===== config.mk =====
export PLATFORM = sky130hd
export DESIGN_NAME = ball_move
export DESIGN_NICKNAME = d
export VERILOG_FILES = /design/src/rtl/ball_pkg.sv /design/src/rtl/ball_axis_integrator.sv /design/src/rtl/ball_move.sv
export SDC_FILE = /design/constraint.sdc
export NUM_CORES = 1
export LEC_CHECK = 0
export ABC_AREA = 1
export CAP_MARGIN = 20
export CORE_MARGIN = 3
export CORE_UTILIZATION = 28
export DETAILED_ROUTE_END_ITERATION = 16
export MAX_ROUTING_LAYER = met4
export PLACE_DENSITY = 0.55
export SLEW_MARGIN = 30
export SYNTH_ARGS = -nofsm -noshare
export SYNTH_HDL_FRONTEND = slang
export SYNTH_SLANG_ARGS = --single-unit

===== constraint.sdc =====
create_clock -name clk -period 8.7 [get_ports clk]
set_input_delay 0.87 -clock clk [delete_from_list [all_inputs] [get_ports clk]]
set_output_delay 0.87 -clock clk [all_outputs]
set_load 0.02 [all_outputs]

===== src/rtl/ball_pkg.sv =====
// rtl/ball_pkg.sv - shared ball geometry, fixed-point widths and state type
package ball_pkg;
    localparam int FIXED_POINT_BITS = 6;
    localparam int BALL_SIZE        = 32;
    localparam int POS_W            = 17;
    localparam int SPEED_W          = 11;
    localparam int PIX_W            = 11;

    typedef enum logic [1:0] {
        IDLE     = 2'd0,
        MOVING   = 2'd1,
        POCKETED = 2'd2
    } ball_state_t;

    function automatic logic signed [SPEED_W-1:0] clamp_speed(
        input logic signed [SPEED_W-1:0] s,
        input int                        max_speed
    );
        if (int'(s) > max_speed)
            return SPEED_W'(max_speed);
        else if (int'(s) < -max_speed)
            return SPEED_W'(-max_speed);
        else
            return s;
    endfunction
endpackage


===== src/rtl/ball_axis_integrator.sv =====
// rtl/ball_axis_integrator.sv - one axis: add speed, bounce off bounds, apply friction
module ball_axis_integrator
    import ball_pkg::*;
#(
    parameter int LOW      = 40,
    parameter int HIGH     = 568,
    parameter int FRICTION = 2
) (
    input  logic signed [POS_W-1:0]   pos,
    input  logic signed [SPEED_W-1:0] speed,
    output logic signed [POS_W-1:0]   pos_next,
    output logic signed [SPEED_W-1:0] speed_next,
    output logic                      bounce
);
    localparam logic signed [POS_W:0]   LOW_FP   = (POS_W+1)'(LOW << FIXED_POINT_BITS);
    localparam logic signed [POS_W:0]   HIGH_FP  = (POS_W+1)'(HIGH << FIXED_POINT_BITS);
    // first subpixel value whose integer pixel lies beyond HIGH
    localparam logic signed [POS_W:0]   ABOVE_FP = (POS_W+1)'((HIGH + 1) << FIXED_POINT_BITS);
    localparam logic signed [SPEED_W-1:0] FRIC   = SPEED_W'(FRICTION);

    logic signed [POS_W:0]   sum;
    logic signed [SPEED_W-1:0] v;

    always_comb begin
        sum      = {pos[POS_W-1], pos} + {{(POS_W+1-SPEED_W){speed[SPEED_W-1]}}, speed};
        v        = speed;
        bounce   = 1'b0;
        pos_next = sum[POS_W-1:0];
        if (sum < LOW_FP) begin
            pos_next = POS_W'(LOW_FP);
            v        = -speed;
            bounce   = 1'b1;
        end else if (sum >= ABOVE_FP) begin
            pos_next = POS_W'(HIGH_FP);
            v        = -speed;
            bounce   = 1'b1;
        end
        // friction shrinks magnitude toward zero and never flips the sign
        if (v > FRIC)
            speed_next = v - FRIC;
        else if (v < -FRIC)
            speed_next = v + FRIC;
        else
            speed_next = '0;
    end
endmodule


===== src/rtl/ball_move.sv =====
// rtl/ball_move.sv - billiard ball motion FSM with per-frame integration and pocketing
module ball_move
    import ball_pkg::*;
#(
    parameter int INITIAL_X    = 300,
    parameter int INITIAL_Y    = 200,
    parameter int TABLE_LEFT   = 40,
    parameter int TABLE_RIGHT  = 600,
    parameter int TABLE_TOP    = 40,
    parameter int TABLE_BOTTOM = 440,
    parameter int FRICTION     = 2,
    parameter int MAX_SPEED    = 1023
) (
    input  logic                      clk,
    input  logic                      resetN,
    input  logic                      startOfFrame,
    input  logic                      strike,
    input  logic signed [SPEED_W-1:0] strikeSpeedX,
    input  logic signed [SPEED_W-1:0] strikeSpeedY,
    input  logic                      pocket,
    input  logic                      respawn,
    output logic signed [PIX_W-1:0]   ballTopLeftPosX,
    output logic signed [PIX_W-1:0]   ballTopLeftPosY,
    output logic                      ballMoving,
    output logic                      ballVisible,
    output logic                      wallHit
);
    localparam logic signed [POS_W-1:0] INIT_X_FP = POS_W'(INITIAL_X << FIXED_POINT_BITS);
    localparam logic signed [POS_W-1:0] INIT_Y_FP = POS_W'(INITIAL_Y << FIXED_POINT_BITS);

    ball_state_t               state;
    logic signed [POS_W-1:0]   pos_x, pos_y, nx, ny;
    logic signed [SPEED_W-1:0] spd_x, spd_y, nsx, nsy, load_x, load_y;
    logic                      bx, by;

    ball_axis_integrator #(
        .LOW(TABLE_LEFT), .HIGH(TABLE_RIGHT - BALL_SIZE), .FRICTION(FRICTION)
    ) u_axis_x (
        .pos(pos_x), .speed(spd_x), .pos_next(nx), .speed_next(nsx), .bounce(bx)
    );

    ball_axis_integrator #(
        .LOW(TABLE_TOP), .HIGH(TABLE_BOTTOM - BALL_SIZE), .FRICTION(FRICTION)
    ) u_axis_y (
        .pos(pos_y), .speed(spd_y), .pos_next(ny), .speed_next(nsy), .bounce(by)
    );

    assign load_x = clamp_speed(strikeSpeedX, MAX_SPEED);
    assign load_y = clamp_speed(strikeSpeedY, MAX_SPEED);

    always_ff @(posedge clk or negedge resetN) begin
        if (!resetN) begin
            state   <= IDLE;
            pos_x   <= INIT_X_FP;
            pos_y   <= INIT_Y_FP;
            spd_x   <= '0;
            spd_y   <= '0;
            wallHit <= 1'b0;
        end else begin
            wallHit <= 1'b0;
            case (state)
                IDLE: begin
                    if (pocket) begin
                        spd_x <= '0;
                        spd_y <= '0;
                        state <= POCKETED;
                    end else if (strike) begin
                        // a coincident frame pulse is swallowed by the strike
                        spd_x <= load_x;
                        spd_y <= load_y;
                        state <= (load_x == '0 && load_y == '0) ? IDLE : MOVING;
                    end
                end
                MOVING: begin
                    if (pocket) begin
                        spd_x <= '0;
                        spd_y <= '0;
                        state <= POCKETED;
                    end else if (startOfFrame) begin
                        pos_x   <= nx;
                        pos_y   <= ny;
                        spd_x   <= nsx;
                        spd_y   <= nsy;
                        wallHit <= bx | by;
                        if (nsx == '0 && nsy == '0)
                            state <= IDLE;
                    end
                end
                POCKETED: begin
                    if (respawn) begin
                        pos_x <= INIT_X_FP;
                        pos_y <= INIT_Y_FP;
                        state <= IDLE;
                    end
                end
                default: state <= IDLE;
            endcase
        end
    end

    assign ballTopLeftPosX = PIX_W'(pos_x >>> FIXED_POINT_BITS);
    assign ballTopLeftPosY = PIX_W'(pos_y >>> FIXED_POINT_BITS);
    assign ballMoving      = (state == MOVING);
    assign ballVisible     = (state != POCKETED);
endmodule


Yosys cells after proc, flatten, opt, wreduce, memory -nomap -nowiden. Cells that the tools add are included.

Add/sub/neg operators: 8. Multipliers: 0. Divide/modulo/power cells: 0. Order comparisons: 12. Equality and inequality tests: 9. Shift operators: 0. Muxes and demuxes: 49. Bitwise operators: 1. Reductions and logical operators: 12.

Operator list (count): 2-to-1 mux 11 bit (20); 2-to-1 mux 17 bit (10); case mux 17 bit (2 select lines) (2); logical NOT 11 bit (4); case mux 11 bit (2 select lines) (2); adder 17 x 11 -> 18 bit (2); less-than comparator 18 x 13 -> 1 bit, second input constant (2); adder 11 x 3 -> 11 bit, second input constant (2); > comparator 11 bit, second input constant (2); > comparator 11 x 3 -> 1 bit, second input constant (2); less-than comparator 11 bit, second input constant (2); less-than comparator 11 x 2 -> 1 bit, second input constant (2); negation 11 bit (2); subtractor 11 x 3 -> 11 bit, second input constant (2); >= comparator 18 x 16 -> 1 bit, second input constant (1); >= comparator 18 x 17 -> 1 bit, second input constant (1); 2-to-1 mux 2 bit (6); 2-to-1 mux 1 bit (8); inequality test 2 bit, second input constant (4); AND reduction 4 bit (2); inequality test 3 bit, second input constant (2); case mux 2 bit (3 select lines) (1); nonzero test 2 bit (2); inequality test 3 x 2 -> 1 bit, second input constant (1); other kinds (6) (7).

Bits in registers: 59. Latch bits: 0. Memory bits (writable): 0. ROM bits: 0. Bits of input ports: 28. Output and inout bits: 25. Logic and storage cells: 97. Memories: 0.

Logic depth before layout (Yosys ltp). Gate-level depths: netlist of run 1.

Depth in word-level cells: 13. Gate-level depth with buffers: 39. Gate-level depth less buffers: 38.

By module. A second synthesis of run 1 with hierarchy kept.

Cells, all modules: 1234. Area, all modules: 7519.7 sq um.

By module, submodules not included: ball_move (times used 1, cells an instance 331, area an instance 2965.3 sq um); ball_axis_integrator (u_axis_x) (times used 1, cells an instance 458, area an instance 2368.5 sq um); ball_axis_integrator (u_axis_y) (times used 1, cells an instance 445, area an instance 2185.8 sq um).

Least setup slack after synthesis of run 1. Ideal clock, no wire load.

Path type: register to register. Start: reg pos_x[0]. End: reg state[0]. Library setup time: 117 ps. Arrival: 3809 ps. Path slack: 4774 ps. Cell stages (with the launch flop): 37. Path buffers: 1. Cell sequence: dfrtp_1 > ha_1 > inv_1 > fa_1 > inv_1 > nand3_1 > nand3_1 > nand2_1 > nand2_1 > nand3_1 > nand2_1 > nand2_1 > nand2_1 > nand2_2 > a21oi_2 > nand4_1 > buf_4 > nand2_1 > o21ai_2 > inv_1 > ha_1 > o21bai_1 > nand3_1 > nor3_1 > nand2_1 > nand2_2 > inv_2 > o21ai_1 > nand2_1 > nor2_1 > nand2_1 > nor2_1 > nand2_1 > nand2_1 > nand2_1 > nand2_1 > nand2_1.

Longest elaborated chain between the ends: 11. Elaborated cells on any way between the ends: 15.

RTL lines: from (decl) (line ball_move.sv:32) `logic signed [POS_W-1:0] pos_x, pos_y, nx, ny;`; from (signal assigned) (line ball_move.sv:80) `pos_x <= nx;`; adder 17 x 11 -> 18 bit (*) (line ball_axis_integrator.sv:25) `sum = {pos[POS_W-1], pos} + {{(POS_W+1-SPEED_W){speed[SPEED_W-1]}}, speed};`; >= comparator 18 x 17 -> 1 bit (line ball_axis_integrator.sv:33) `end else if (sum >= ABOVE_FP) begin`; 2-to-1 mux 11 bit (line ball_axis_integrator.sv:33); 2-to-1 mux 11 bit (*) (line ball_axis_integrator.sv:29) `if (sum < LOW_FP) begin`; adder 11 x 3 -> 11 bit or less-than comparator 11 x 2 -> 1 bit (tied branches) (line ball_axis_integrator.sv:42, ball_axis_integrator.sv:41); 2-to-1 mux 11 bit (line ball_axis_integrator.sv:41) `else if (v < -FRIC)`; 2-to-1 mux 11 bit (*) (line ball_axis_integrator.sv:39) `if (v > FRIC)`; logical NOT 11 bit (*) (line ball_move.sv:85) `if (nsx == '0 && nsy == '0)`; logical AND 1 bit (*) (line ball_move.sv:85); inequality test 3 x 2 -> 1 bit (no source line) (*); AND reduction 4 bit (no source line) (*); to (signal assigned) (line ball_move.sv:71) `state <= (load_x == '0 && load_y == '0) ? IDLE : MOVING;`; to (decl) (line ball_move.sv:31) `ball_state_t state;`.

Every way passes the cells marked *; elsewhere a longest branch is shown, timed or not. A chain may end at the register's enable or synchronous reset.

Worst setup path in the final report of run 1.
Start: reg spd_x[0]. End: reg state[0].

Longest elaborated chain between the ends: 11. Elaborated cells on any way between the ends: 16.

RTL lines: from (decl) (line ball_move.sv:33) `logic signed [SPEED_W-1:0] spd_x, spd_y, nsx, nsy, load_x, load_y;`; from (signal assigned) (line ball_move.sv:69) `spd_x <= load_x;`; from (signal assigned) (line ball_move.sv:82) `spd_x <= nsx;`; adder 17 x 11 -> 18 bit (line ball_axis_integrator.sv:25); >= comparator 18 x 17 -> 1 bit (line ball_axis_integrator.sv:33); 2-to-1 mux 11 bit (line ball_axis_integrator.sv:33); 2-to-1 mux 11 bit (*) (line ball_axis_integrator.sv:29); adder 11 x 3 -> 11 bit or less-than comparator 11 x 2 -> 1 bit (tied branches) (line ball_axis_integrator.sv:42, ball_axis_integrator.sv:41); 2-to-1 mux 11 bit (line ball_axis_integrator.sv:41); 2-to-1 mux 11 bit (*) (line ball_axis_integrator.sv:39); logical NOT 11 bit (*) (line ball_move.sv:85); logical AND 1 bit (*) (line ball_move.sv:85); inequality test 3 x 2 -> 1 bit (no source line) (*); AND reduction 4 bit (no source line) (*).

Marked as above.

==> results of run 1 <==
tightest hold or removal path, stage by stage, from the launching register on:
cell and delay (ps):
dfrtp_1 340, nand2_1 50, o21ai_0 60
cells in the mapped netlist, types with 2 or more instances:
| cell type | instances | area share |
|---|---|---|
| fa_1 | 2 | 0.0056 |
| o21ai_2 | 3 | 0.0037 |
| o21a_1 | 2 | 0.0021 |
| nand3_1 | 107 | 0.075 |
| a21oi_1 | 52 | 0.036 |
| o21ai_0 | 46 | 0.032 |
| ha_1 | 44 | 0.077 |
| nor4_1 | 3 | 0.0026 |
| nand3_2 | 5 | 0.0070 |
| o211ai_1 | 2 | 0.0021 |
| clkbuf_1 | 12 | 0.0063 |
| nand2_1 | 374 | 0.20 |
| dfrtp_1 | 52 | 0.18 |
| o22ai_1 | 5 | 0.0044 |
| nand4_1 | 28 | 0.024 |
| dfstp_2 | 7 | 0.026 |
| a31oi_1 | 3 | 0.0026 |
| xnor2_1 | 7 | 0.0085 |
| inv_1 | 174 | 0.091 |
| a22oi_1 | 18 | 0.019 |
| inv_2 | 9 | 0.0047 |
| nor2_1 | 123 | 0.064 |
| a21oi_2 | 2 | 0.0024 |
| nor3_1 | 11 | 0.0077 |
| nor2_2 | 8 | 0.0070 |
| nand3b_1 | 9 | 0.0094 |
| buf_4 | 23 | 0.024 |
| xor2_1 | 15 | 0.018 |
| o21ai_1 | 4 | 0.0028 |
| o21bai_1 | 4 | 0.0042 |
| and2_1 | 4 | 0.0035 |
| o41ai_1 | 2 | 0.0024 |
| nand2_4 | 7 | 0.011 |
| nand2_2 | 18 | 0.016 |
final timing paths:
path	endpoint	slack [ps]	cells past startpoint
worst max-delay path	state[0]	3720	35
worst min-delay path	pos_x[3]	490	2
worst max register to register	state[0]	3720	35
worst min register to register	pos_x[3]	490	2
max in group asynchronous	pos_x[10]	7470	2
min in group asynchronous	pos_x[7]	690	2
state kept, by name, summed over array words and instances (netlist names):
name	flops
pos_x	17
pos_y	17
spd_x	11
spd_y	11
state	2
wallHit	1
cells by family (layout without fill, tap and decap cells):
group,Yosys count,in the layout,synth area share
buffers and inverters,220,255,0.128
AOI/OAI and AO/OA,149,149,0.123
adders and majority gates,46,46,0.0823
xor gates and xnor gates,22,22,0.0268
DFF,59,59,0.207
and+or+nand+nor,704,704,0.433
metrics by stage:
| step | area (sq um) | std cells | hold WS, ps |
|---|---|---|---|
| after CTS | 8180 | 1559 | 499 |
| after floorplan | 7180 | 1200 | 459 |
| after global routing | 8190 | 1559 | 513 |
| after global placement | 7900 | 1543 | 479 |
| final | 8190 | 1559 | 494 |
| after detailed placement | 7900 | 1543 | 485 |
layout make-up:
class / count / area (sq um) / area share
clock buffers: 14 / 254 / 0.0310
repair buffers: 56 / 546 / 0.0666
flip-flops and latches: 59 / 1490 / 0.181
well taps: 324 / 405 / 0.0495
multi-input cells: 921 / 4780 / 0.583
clock inverters: 2 / 35.0 / 0.00428
inverters: 183 / 687 / 0.0839
layer usage:
metal  share of wire  vias up
li1                -     3926
met1            0.52     3425
met2            0.42      207
met3           0.049       20
met4           0.014        0
met5               0        -
==> flow_metrics.tcl, run 1 <==
set metrics [dict create \
    area_delta_synth_final_pct 14.1 \
    finalSetupTns_ps 0 \
    grt_pass1_wl_um 36900 \
    fp.coreArea_sq_um 24700 \
    cts-root-buf "clkbuf_16" \
    final_nets 1304 \
    final_cell_mix "374 x nand2_1, 174 x inv_1, 123 x nor2_1, 107 x nand3_1" \
    hpwlAfterDp_um 18400 \
    ys_seq_area_frac 0.207 \
    grt.total_usage 0.166 \
    grt_busiest_layer "met2" \
    ant_nets 0 \
    gr-total-overflow 0 \
    crit_fanout 11 \
    cts_tree "built" \
    grt_max_degree 60 \
    ys_ff_latch 59 \
    grt_pass1_vias 7023 \
    num_io_pins 53 \
    first_pass_iters 5 \
    clk_pin_slew_ps 60 \
    dp_slack_ps 3800 \
    cts_resized 0 \
    fin_util 0.331 \
    netlist_area_sq_um 7180 \
    via_per_inst 4.86 \
    h-tree-depth 3 \
    slew_viol_final 0 \
    postSynthAreaPerCell_sq_um 5.98 \
    start_kind "flop" \
    relSlewSlack 0.407 \
    synth-edff-count 0 \
    critical-path-slowest-cell "dfrtp_1" \
    drt-initial-drc-count 605 \
    status "finished clean" \
    period_minus_slack_ps 4980 \
    cp_top_family "simple AND/OR/NAND/NOR gates" \
    met2_usage 0.245 \
    cp.required_ps 8920 \
    cts_hold_buf 0 \
    fin_crit_sh 0.573 \
    syn_nets 1274 \
    die_x_um 166 \
    grt_use_met3 0.0188 \
    clock-sinks 59 \
    cpMostUsedCell "nand2_1" \
    design.die.area_sq_um 27600 \
    setup_ws_ps 3720 \
    finalClockSkew_ps 11.0 \
    max_cap_viol_count 0 \
    diodes 0 \
    use_met1 0.244 \
    drc 0 \
    crit_path_end_kind "flop" \
    crit_start "spd_x[0]" \
    synth.distinct_cells 49 \
    tightest_slew_ps 889 \
    hold_violations 0 \
    syn-instance-count 1200 \
    dieHeight_um 166 \
    routed_wl_um 22500 \
    synth_ff_type "dfrtp_1" \
    fp-row-count 57 \
    ys_async_sr_fraction 1.00 \
    vias 7578 \
    cts_buffer_depth 2 \
    cp.buffers_inverters 3 \
    setup_violations 0 \
    r2r_start "spd_x[0]" \
    wl_per_cell_um 14.4 \
    fmax_mhz 201 \
    worstSetupPathType "flop to flop" \
    gp_congestion 0.926 \
    port_buffers 52 \
    critPathMaxStageDelay_ps 530 \
    min_from "pos_x[3]" \
    numCtsBuffers 9 \
    clock_latency_ps 340 \
    initial_core_util 0.290 \
    worstPathArrival_ps 5200 \
    hp-class "flop to flop" \
    mostFrequentLayoutCell "nand2_1" \
    postCtsSetupBuffers 0 \
    rsz0062_at_grt "false" \
    drive_gt1_frac 0.0664 \
    nFillCells 2679 \
    antenna_found_initial 0 \
    yosysWarnings 0 \
]
Power of run 1 is left out: the tool's default activity adds up to more than one toggle a clock period on the data nets, which glitch-free logic cannot reach.
==> run 2: changes to the inputs <==
--- a/config.mk
+++ b/config.mk
@@ -11,7 +11,7 @@
 export CORE_UTILIZATION = 28
 export DETAILED_ROUTE_END_ITERATION = 16
 export MAX_ROUTING_LAYER = met4
-export PLACE_DENSITY = 0.55
+export PLACE_DENSITY = 0.57
 export SLEW_MARGIN = 30
 export SYNTH_ARGS = -nofsm -noshare
 export SYNTH_HDL_FRONTEND = slang
==> constraint.sdc (replaced) <==
create_clock -name clk -period 4.5 [get_ports clk]
set_input_delay 0.45 -clock clk [delete_from_list [all_inputs] [get_ports clk]]
set_output_delay 0.45 -clock clk [all_outputs]
set_load 0.02 [all_outputs]
==> run 2 against run 1 <==
  * First-iteration DRC count increased by 6.0%
  * Worst hold slack lost 250 ps
  * Cell count increased by 2.2%
  * Register-to-register slack worse by 3400 ps
  * Design area rose by 8.6%
  * Utilization up 2.9 points
==> flow_metrics.tcl, run 2 (synthesis gave the netlist of run 1 again) <==
set metrics [dict create \
    status "finished clean" \
    crit_fanout 6 \
    slew_viol_final 0 \
    ant_nets 0 \
    critPathMaxStageDelay_ps 420 \
    fin_area_sq_um 8900 \
    drive_gt1_frac 0.157 \
    drc 0 \
    multi_input_area_sq_um 5180 \
    crit_path_end_kind "flop" \
    grt_max_degree 60 \
    fp.coreArea_sq_um 24700 \
    relSlewSlack 0.457 \
    via_per_inst 4.89 \
    period_minus_slack_ps 4150 \
    finalClockSkew_ps 8.74 \
    hp-class "input port to async pin" \
    fmax_mhz 241 \
    hold_violations 0 \
    final_nets 1339 \
    clock-sinks 59 \
    worstSetupPathType "flop to flop" \
    gr-total-overflow 0 \
    finalSetupTns_ps 0 \
    cts_buffer_depth 2 \
    initial_core_util 0.290 \
    clock_latency_ps 340 \
    h-tree-depth 3 \
    fin_crit_sh 0.923 \
    holdWs_ps 246 \
    crit_start "spd_y[0]" \
    die_x_um 166 \
    cts_tree "built" \
    grt_pass1_vias 7295 \
    grt.total_usage 0.170 \
    seq_area_sq_um 1500 \
    critical-path-slowest-cell "fa_2" \
    diodes 0 \
    start_kind "flop" \
    setup_violations 0 \
    routed_wl_um 23400 \
    worstPathArrival_ps 4380 \
    setup_ws_ps 348 \
    num_io_pins 53 \
    dieHeight_um 166 \
    fp-row-count 57 \
    final_cell_mix "358 x nand2_1, 171 x inv_1, 111 x nor2_1, 100 x nand3_1, 51 x clkdlybuf4s50_1" \
    dp_slack_ps -110 \
    port_buffers 52 \
    vias 7799 \
    cts-root-buf "clkbuf_16" \
    nFillCells 2644 \
    antenna_found_initial 0 \
    clk_pin_slew_ps 60 \
    place_area_sq_um 8050 \
    r2r_start "spd_y[0]" \
    max_cap_viol_count 0 \
    area_delta_synth_final_pct 23.9 \
    hpwlAfterDp_um 18600 \
    first_pass_iters 5 \
    mostFrequentLayoutCell "nand2_1" \
    reg.largest.list "pos_x x17, pos_y x17" \
    drt-initial-drc-count 641 \
    cp.required_ps 4730 \
    numCtsBuffers 9 \
    wl_per_cell_um 14.6 \
    cpMostUsedCell "nand2_1" \
    gp_congestion 0.920 \
    cts_hold_buf 0 \
    tightest_slew_ps 814 \
    design.die.area_sq_um 27600 \
    grt_pass1_wl_um 37700 \
]
[run 2: worst paths after layout]
path,depth (start not counted),slack (ps),endpoint
worst max register to register,31,350,state[0]
max in group asynchronous,2,3640,spd_x[10]
worst min register to register,1,500,pos_x[0]
worst min-delay path,2,250,pos_y[8]
min in group clk,1,500,pos_x[0]
worst max-delay path,31,350,state[0]
[run 2: critical path: cells and delay by family (launching register included)]
family | cells | cell delay (ps)
simple gates | 22 | 2330
fa+ha+maj | 3 | 700
compound gates | 4 | 450
flops | 1 | 410
buf+inv | 2 | 150
[run 2: through the flow]
step,std cells,util
final,1594,0.360
after global routing,1594,0.360
after CTS,1579,0.338
after detailed placement,1563,0.325
after global placement,1563,0.325
after floorplan,1200,-
[run 2: final cells by class]
class / instances / share of cell area
clock buffer: 12 / 0.0300
inverter: 183 / 0.0772
multi-input combinational: 921 / 0.583
timing repair buffer: 91 / 0.0913
tap: 324 / 0.0456
sequential: 59 / 0.168
clock inverter: 4 / 0.00534
[run 2: per-layer routing]
metal	wire length (um)	GRT usage	vias to the layer above	part of all wire
li1	-	-	3983	-
met1	11900	0.248	3573	0.51
met2	9900	0.246	210	0.42
met3	1070	0.0176	33	0.046
met4	443	0.0528	0	0.019
met5	0	-	-	0
[run 2: timing repair]
action,in CTS,in global routing
buffers inserted,0,15
setup endpoints to repair,1,7
gates cloned,0,0
gates resized for setup,3,96
pin swaps,0,13
Power of run 2 is left out for the same reason.
